[config.mk]
export PLATFORM = sky130hd
export DESIGN_NAME = alu_seq
export DESIGN_NICKNAME = d
export VERILOG_FILES = /design/src/rtl/alu_seq.sv
export SDC_FILE = /design/constraint.sdc
export NUM_CORES = 1
export LEC_CHECK = 0
export CAP_MARGIN = 15
export CORE_ASPECT_RATIO = 0.75
export CORE_UTILIZATION = 30
export DETAILED_ROUTE_END_ITERATION = 16
export PLACE_DENSITY = 0.56
export SETUP_SLACK_MARGIN = 0.02
export SYNTH_ARGS = -nofsm -noshare
export SYNTH_HDL_FRONTEND = slang
export SYNTH_SLANG_ARGS = --single-unit
[constraint.sdc]
create_clock -name clk -period 5.7 [get_ports clk]
set_input_delay 1.14 -clock clk [delete_from_list [all_inputs] [get_ports clk]]
set_output_delay 1.14 -clock clk [all_outputs]
set_load 0.01 [all_outputs]
[src/rtl/alu_seq.sv]
// rtl/alu_seq.sv - WIDTH-parametrised EX-stage ALU with multi-cycle MULTU/DIVU and HI/LO registers
//
// Single-cycle ops (AND, OR, ADD, SUB, SLT, MFHI, MFLO, undefined codes) are
// registered at the accepting edge and flagged by a one-cycle done pulse.
// MULTU/DIVU latch their operands, hold busy for WIDTH cycles while iterating
// one bit per cycle, then commit HI/LO and pulse done.
//
// Ports:
//   clk       rising-edge clock
//   rst       synchronous active-high reset
//   start     request, sampled only while busy=0
//   Signal    4-bit operation code
//   dataA     operand A
//   dataB     operand B
//   dataOut   registered result
//   CarryOut  registered carry (ADD/SUB only)
//   Overflow  registered signed overflow (ADD/SUB only)
//   Zero      registered dataOut==0
//   busy      high while MULTU/DIVU is iterating
//   done      one-cycle pulse when the result is valid

module alu_seq #(
    parameter  int WIDTH = 32,
    localparam int CNT_W = $clog2(WIDTH) + 1
) (
    input  logic             clk,
    input  logic             rst,
    input  logic             start,
    input  logic [3:0]       Signal,
    input  logic [WIDTH-1:0] dataA,
    input  logic [WIDTH-1:0] dataB,
    output logic [WIDTH-1:0] dataOut,
    output logic             CarryOut,
    output logic             Overflow,
    output logic             Zero,
    output logic             busy,
    output logic             done
);

    localparam logic [3:0] OP_AND   = 4'b0000;
    localparam logic [3:0] OP_OR    = 4'b0001;
    localparam logic [3:0] OP_ADD   = 4'b0010;
    localparam logic [3:0] OP_SUB   = 4'b0110;
    localparam logic [3:0] OP_SLT   = 4'b0111;
    localparam logic [3:0] OP_MULTU = 4'b1000;
    localparam logic [3:0] OP_DIVU  = 4'b1001;
    localparam logic [3:0] OP_MFHI  = 4'b1010;
    localparam logic [3:0] OP_MFLO  = 4'b1011;

    typedef enum logic {
        IDLE,
        RUN
    } state_t;

    state_t             state_q, state_d;
    logic [CNT_W-1:0]   cnt_q, cnt_d;
    logic               is_div_q, is_div_d;
    // Multiplicand for MULTU, divisor for DIVU.
    logic [WIDTH-1:0]   opnd_q, opnd_d;
    // Working {upper, lower} pair: partial product/multiplier or remainder/quotient.
    logic [WIDTH-1:0]   wh_q, wh_d;
    logic [WIDTH-1:0]   wl_q, wl_d;
    logic [WIDTH-1:0]   hi_q, hi_d;
    logic [WIDTH-1:0]   lo_q, lo_d;
    logic [WIDTH-1:0]   data_out_q, data_out_d;
    logic               carry_q, carry_d;
    logic               ovf_q, ovf_d;
    logic               zero_q, zero_d;
    logic               busy_q, busy_d;
    logic               done_q, done_d;

    logic               is_sub;
    logic [WIDTH-1:0]   b_eff;
    logic [WIDTH:0]     sum_ext;
    logic [WIDTH-1:0]   sum;
    logic               add_ovf;
    logic               sub_ovf;
    logic [WIDTH:0]     mul_sum;
    logic [WIDTH-1:0]   mul_hi_n;
    logic [WIDTH-1:0]   mul_lo_n;
    logic [WIDTH:0]     div_shift;
    logic               div_ge;
    logic [WIDTH-1:0]   div_hi_n;
    logic [WIDTH-1:0]   div_lo_n;
    logic [WIDTH-1:0]   step_hi;
    logic [WIDTH-1:0]   step_lo;

    always_comb begin
        // Shared adder: SUB and SLT use A + ~B + 1.
        is_sub  = (Signal == OP_SUB) || (Signal == OP_SLT);
        b_eff   = is_sub ? ~dataB : dataB;
        sum_ext = {1'b0, dataA} + {1'b0, b_eff} + {{WIDTH{1'b0}}, is_sub};
        sum     = sum_ext[WIDTH-1:0];
        add_ovf = (dataA[WIDTH-1] == dataB[WIDTH-1]) && (sum[WIDTH-1] != dataA[WIDTH-1]);
        sub_ovf = (dataA[WIDTH-1] != dataB[WIDTH-1]) && (sum[WIDTH-1] != dataA[WIDTH-1]);

        // Shift-add multiply step: add multiplicand when multiplier LSB is set,
        // then shift the whole {upper, lower} pair right by one.
        mul_sum  = {1'b0, wh_q} + (wl_q[0] ? {1'b0, opnd_q} : {(WIDTH+1){1'b0}});
        mul_hi_n = mul_sum[WIDTH:1];
        mul_lo_n = {mul_sum[0], wl_q[WIDTH-1:1]};

        // Restoring divide step: shift next dividend bit into the remainder,
        // subtract the divisor if it fits. A zero divisor always "fits",
        // which yields quotient all-ones and remainder equal to the dividend.
        div_shift = {wh_q, wl_q[WIDTH-1]};
        div_ge    = div_shift >= {1'b0, opnd_q};
        div_hi_n  = div_ge ? (div_shift[WIDTH-1:0] - opnd_q) : div_shift[WIDTH-1:0];
        div_lo_n  = {wl_q[WIDTH-2:0], div_ge};

        step_hi = is_div_q ? div_hi_n : mul_hi_n;
        step_lo = is_div_q ? div_lo_n : mul_lo_n;
    end

    always_comb begin
        state_d    = state_q;
        cnt_d      = cnt_q;
        is_div_d   = is_div_q;
        opnd_d     = opnd_q;
        wh_d       = wh_q;
        wl_d       = wl_q;
        hi_d       = hi_q;
        lo_d       = lo_q;
        data_out_d = data_out_q;
        carry_d    = carry_q;
        ovf_d      = ovf_q;
        busy_d     = busy_q;
        done_d     = 1'b0;

        case (state_q)
            IDLE: begin
                if (start) begin
                    if ((Signal == OP_MULTU) || (Signal == OP_DIVU)) begin
                        state_d  = RUN;
                        cnt_d    = CNT_W'(WIDTH);
                        busy_d   = 1'b1;
                        is_div_d = (Signal == OP_DIVU);
                        opnd_d   = (Signal == OP_DIVU) ? dataB : dataA;
                        wh_d     = '0;
                        wl_d     = (Signal == OP_DIVU) ? dataA : dataB;
                    end else begin
                        done_d  = 1'b1;
                        carry_d = 1'b0;
                        ovf_d   = 1'b0;
                        case (Signal)
                            OP_AND:  data_out_d = dataA & dataB;
                            OP_OR:   data_out_d = dataA | dataB;
                            OP_ADD: begin
                                data_out_d = sum;
                                carry_d    = sum_ext[WIDTH];
                                ovf_d      = add_ovf;
                            end
                            OP_SUB: begin
                                data_out_d = sum;
                                carry_d    = sum_ext[WIDTH];
                                ovf_d      = sub_ovf;
                            end
                            OP_SLT:  data_out_d = {{(WIDTH-1){1'b0}}, sum[WIDTH-1] ^ sub_ovf};
                            OP_MFHI: data_out_d = hi_q;
                            OP_MFLO: data_out_d = lo_q;
                            default: data_out_d = '0;
                        endcase
                    end
                end
            end
            RUN: begin
                wh_d  = step_hi;
                wl_d  = step_lo;
                cnt_d = cnt_q - CNT_W'(1);
                if (cnt_q == CNT_W'(1)) begin
                    state_d    = IDLE;
                    busy_d     = 1'b0;
                    done_d     = 1'b1;
                    hi_d       = step_hi;
                    lo_d       = step_lo;
                    data_out_d = step_lo;
                    carry_d    = 1'b0;
                    ovf_d      = 1'b0;
                end
            end
            default: state_d = IDLE;
        endcase

        zero_d = (data_out_d == '0);
    end

    always_ff @(posedge clk) begin
        if (rst) begin
            state_q    <= IDLE;
            cnt_q      <= '0;
            is_div_q   <= 1'b0;
            opnd_q     <= '0;
            wh_q       <= '0;
            wl_q       <= '0;
            hi_q       <= '0;
            lo_q       <= '0;
            data_out_q <= '0;
            carry_q    <= 1'b0;
            ovf_q      <= 1'b0;
            zero_q     <= 1'b1;
            busy_q     <= 1'b0;
            done_q     <= 1'b0;
        end else begin
            state_q    <= state_d;
            cnt_q      <= cnt_d;
            is_div_q   <= is_div_d;
            opnd_q     <= opnd_d;
            wh_q       <= wh_d;
            wl_q       <= wl_d;
            hi_q       <= hi_d;
            lo_q       <= lo_d;
            data_out_q <= data_out_d;
            carry_q    <= carry_d;
            ovf_q      <= ovf_d;
            zero_q     <= zero_d;
            busy_q     <= busy_d;
            done_q     <= done_d;
        end
    end

    assign dataOut  = data_out_q;
    assign CarryOut = carry_q;
    assign Overflow = ovf_q;
    assign Zero     = zero_q;
    assign busy     = busy_q;
    assign done     = done_q;

endmodule

==> metrics.txt <==
Final GP Congestion=0.942; final WL=66600 um; Clock Skews=0.0164 ns; clk_lat worst skew=0.54 ns; crit path kind=primary input to register; Die Y=209 um; synth-to-layout area growth=14.9%; GRT Total Usage=0.222; f_max=195 MHz; die area=58400 um2; worst stage delay on the critical path=0.54 ns; most used cell along the critical path=a21oi_1; H-Tree Depth=1; RSZ-0062 raised after global routing=false; PD cells=212 nW/um2; Core Box Area=56300 um2; vias=17852; CTS Buffer Depth=3; Post-Syn Instances=2277; wire per inst=21.8 um; Mapped Nets=2452; Std-Cell Rows=75; first-pass GRT wire length=102000 um; total congestion overflow=0; die width=279 um; Reg power frac=0.357; Critical Path RT=6.17 ns; CTS Sinks=205; Mean Syn Cell Area=7.56 um2; layout cells sized above 1=0.0709; crit-path max FO=32; ANT cells=0; Internal=2.77 mW; final count of hold timing violations=0; # fillers=5996; Seq/Total Area, Yosys=0.238; First-pass DRT Iterations=6; slowest library cell on the worst path=a2111oi_0; Sw Ratio=0.339; crit path time final=5.13 ns; crit path capture type=register; max-cap viol count=0; largest net degree at the start of global routing=95; Synth Warn #=0; post_cts resized=0; Worst Tran Pin Value=1.04 ns; DRT antenna net count=0; Final Setup Violations=0; setup_tns=0 ns; Synth Register Bits=205; clock-pin transition on the worst setup and hold timing paths=0.06 ns; DRC violations left=0; Post-CTS Setup Inserts=0; Initial Util=0.306; post-place setup slack=0.147 ns; fin nets=2489; status=complete, no violations; critical-path cell list=clkdlybuf4s50_1 -> nand3b_1 -> buf_12 -> xnor2_1 -> fa_1 -> a211o_1 -> a21oi_1 -> o31ai_1 -> a21oi_1 -> mux2i_1 -> nand2_1 -> a2111oi_0 -> buf_4 -> nand4_1 -> nor4_1 -> a31o_1; max_slew headroom=0.306; CP Launch Type=primary input; synth unique cells=85; worst hold slack=0.458 ns; Core Util, Final=0.351; vias in the first global route=16874; CTS Hold Buffers Added=0; Psw=1.42 mW; Final WS setup=0.567 ns; Comb pwr share=0.273; Critical Path AT=5.61 ns; Clock power frac=0.370; Hold Path Class=register to register; count of pins over their slew limit=0; I/O Buffers=107; Reg2Reg Depth=12; Root Driver=clkbuf_16; antenna violations before repair=0; CTS tree=built; routed vias/inst=5.84; Lkg Pwr=7.28 nW; num ports=108; post-DP HPWL=50200 um; Starting DRT DRC Count=1759; Mapped Area=17200 um2; VDD IR max=0.000205 V; CTS Buf Count=23; worst hold path depth=2; Post-synth ARST share=0; Tcrit/Tclk final=0.900; EDFF count, synth=0; top_reg_cell synth=dfxtp_1
-- power groups by stage --
stage	combinational (mW)	sequential [mW]	clock, mW
2_1_floorplan	0.749	1.52	0
3_3_place_gp	1.11	1.53	0
3_5_place_dp	1.12	1.53	0
4_1_cts	1.12	1.50	1.57
5_1_grt	1.24	1.50	1.62
6_report	1.15	1.50	1.55
-- cells in the final DEF, fill, tap and decap left out, types with 10 or more instances in the layout --
cell type | netlist | final
nor2_1 | 288 | 286
a21oi_1 | 204 | 204
dfxtp_1 | 205 | 203
nand2_1 | 201 | 200
o21ai_0 | 112 | 112
a211oi_1 | 111 | 111
mux2i_1 | 107 | 107
clkdlybuf4s50_1 | 0 | 105
ha_1 | 101 | 101
inv_1 | 74 | 74
xnor2_1 | 69 | 69
nor3_1 | 68 | 65
a21o_1 | 50 | 50
buf_4 | 6 | 48
and2_1 | 44 | 43
o211ai_1 | 35 | 35
mux2_2 | 34 | 34
nand3_1 | 33 | 33
a31oi_1 | 29 | 29
nand4_1 | 23 | 23
clkbuf_16 | 0 | 23
o21a_1 | 22 | 22
xor2_1 | 22 | 22
a221oi_1 | 19 | 19
nand3b_1 | 17 | 17
a221o_1 | 16 | 16
nor2b_1 | 15 | 15
nand2b_1 | 14 | 14
maj3_1 | 14 | 14
or3_1 | 13 | 13
and3_1 | 13 | 13
o21bai_1 | 11 | 11
a22o_1 | 11 | 11
a211o_1 | 10 | 10
-- final cells by class --
cell class	instances	area, um2	area share
Inverter	74	278	0.0140
Clock inverter	10	116	0.00588
Clock buffer	29	628	0.0317
Tap cell	731	915	0.0462
Sequential cell	205	4110	0.208
Multi-Input combinational cell	1852	12200	0.619
Timing Repair Buffer	158	1490	0.0752
-- through the flow --
| step | area, um2 | std cells | total power, mW |
|---|---|---|---|
| 2_1_floorplan | 17200 | 2277 | 2.26 |
| 3_5_place_dp | 19000 | 3020 | 2.65 |
| 3_3_place_gp | 19000 | 3020 | 2.64 |
| 4_1_cts | 19800 | 3059 | 4.19 |
| 6_report | 19800 | 3059 | 4.19 |
| 5_1_grt | 19800 | 3059 | 4.36 |
-- critical path, delay by kind of cell --
kind            cells  cell delay, ns
compound gates      6            1.74
xor+xnor            1            0.15
fa+ha+maj           1            0.48
buf+inv             3            0.98
mux                 1            0.26
simple gates        4            0.83
-- registers in the layout, summed over array words and instances, names as in the netlist --
signal,count
lo_q,32
wl_q,32
dataOut,32
state_q,1
Overflow,1
done,1
busy,1
opnd_q,32
Zero,1
hi_q,32
wh_q,32
CarryOut,1
is_div_q,1
cnt_q,6
-- final timing paths --
path / from / endpoint / slack, ns
worst max-delay path: Signal[3] / Zero / 0.57
worst min-delay path: lo_q[0] / lo_q[0] / 0.46
worst max register to register: opnd_q[4] / hi_q[7] / 1.30
worst min register to register: lo_q[0] / lo_q[0] / 0.46
-- cells by family after synthesis --
group	after synthesis	synth area share
flops	205	0.238
fa+ha+maj	118	0.0850
xor+xnor	91	0.0463
buf+inv	220	0.0536
simple gates	766	0.206
compound gates	736	0.286
mux	141	0.0844
-- Yosys cell counts (all sizes together), types with 15 or more instances --
cell type,instances,area share
a211oi,114,0.051
a21o,50,0.022
a21oi,204,0.059
a221o,16,0.0093
a221oi,19,0.0097
a31oi,29,0.011
and2,44,0.016
buf,68,0.020
clkbuf,78,0.017
dfxtp,205,0.24
ha,101,0.073
inv,74,0.016
mux2,34,0.022
mux2i,107,0.062
nand2,202,0.044
nand3,33,0.0096
nand3b,17,0.0074
nand4,23,0.0084
nor2,288,0.063
nor2b,15,0.0054
nor3,69,0.020
o211ai,36,0.016
o21a,22,0.0096
o21ai,115,0.034
xnor2,69,0.035
xor2,22,0.011
-- layer usage --
metal  vias to the layer above  global-route usage  wire, um
li1                       8442                   -         -
met1                      8622               0.334     32500
met2                       702               0.328     27600
met3                        86              0.0335      5060
met4                         0              0.0479      1430
met5                         -                   0         0
(Power assumes the default switching activity.)
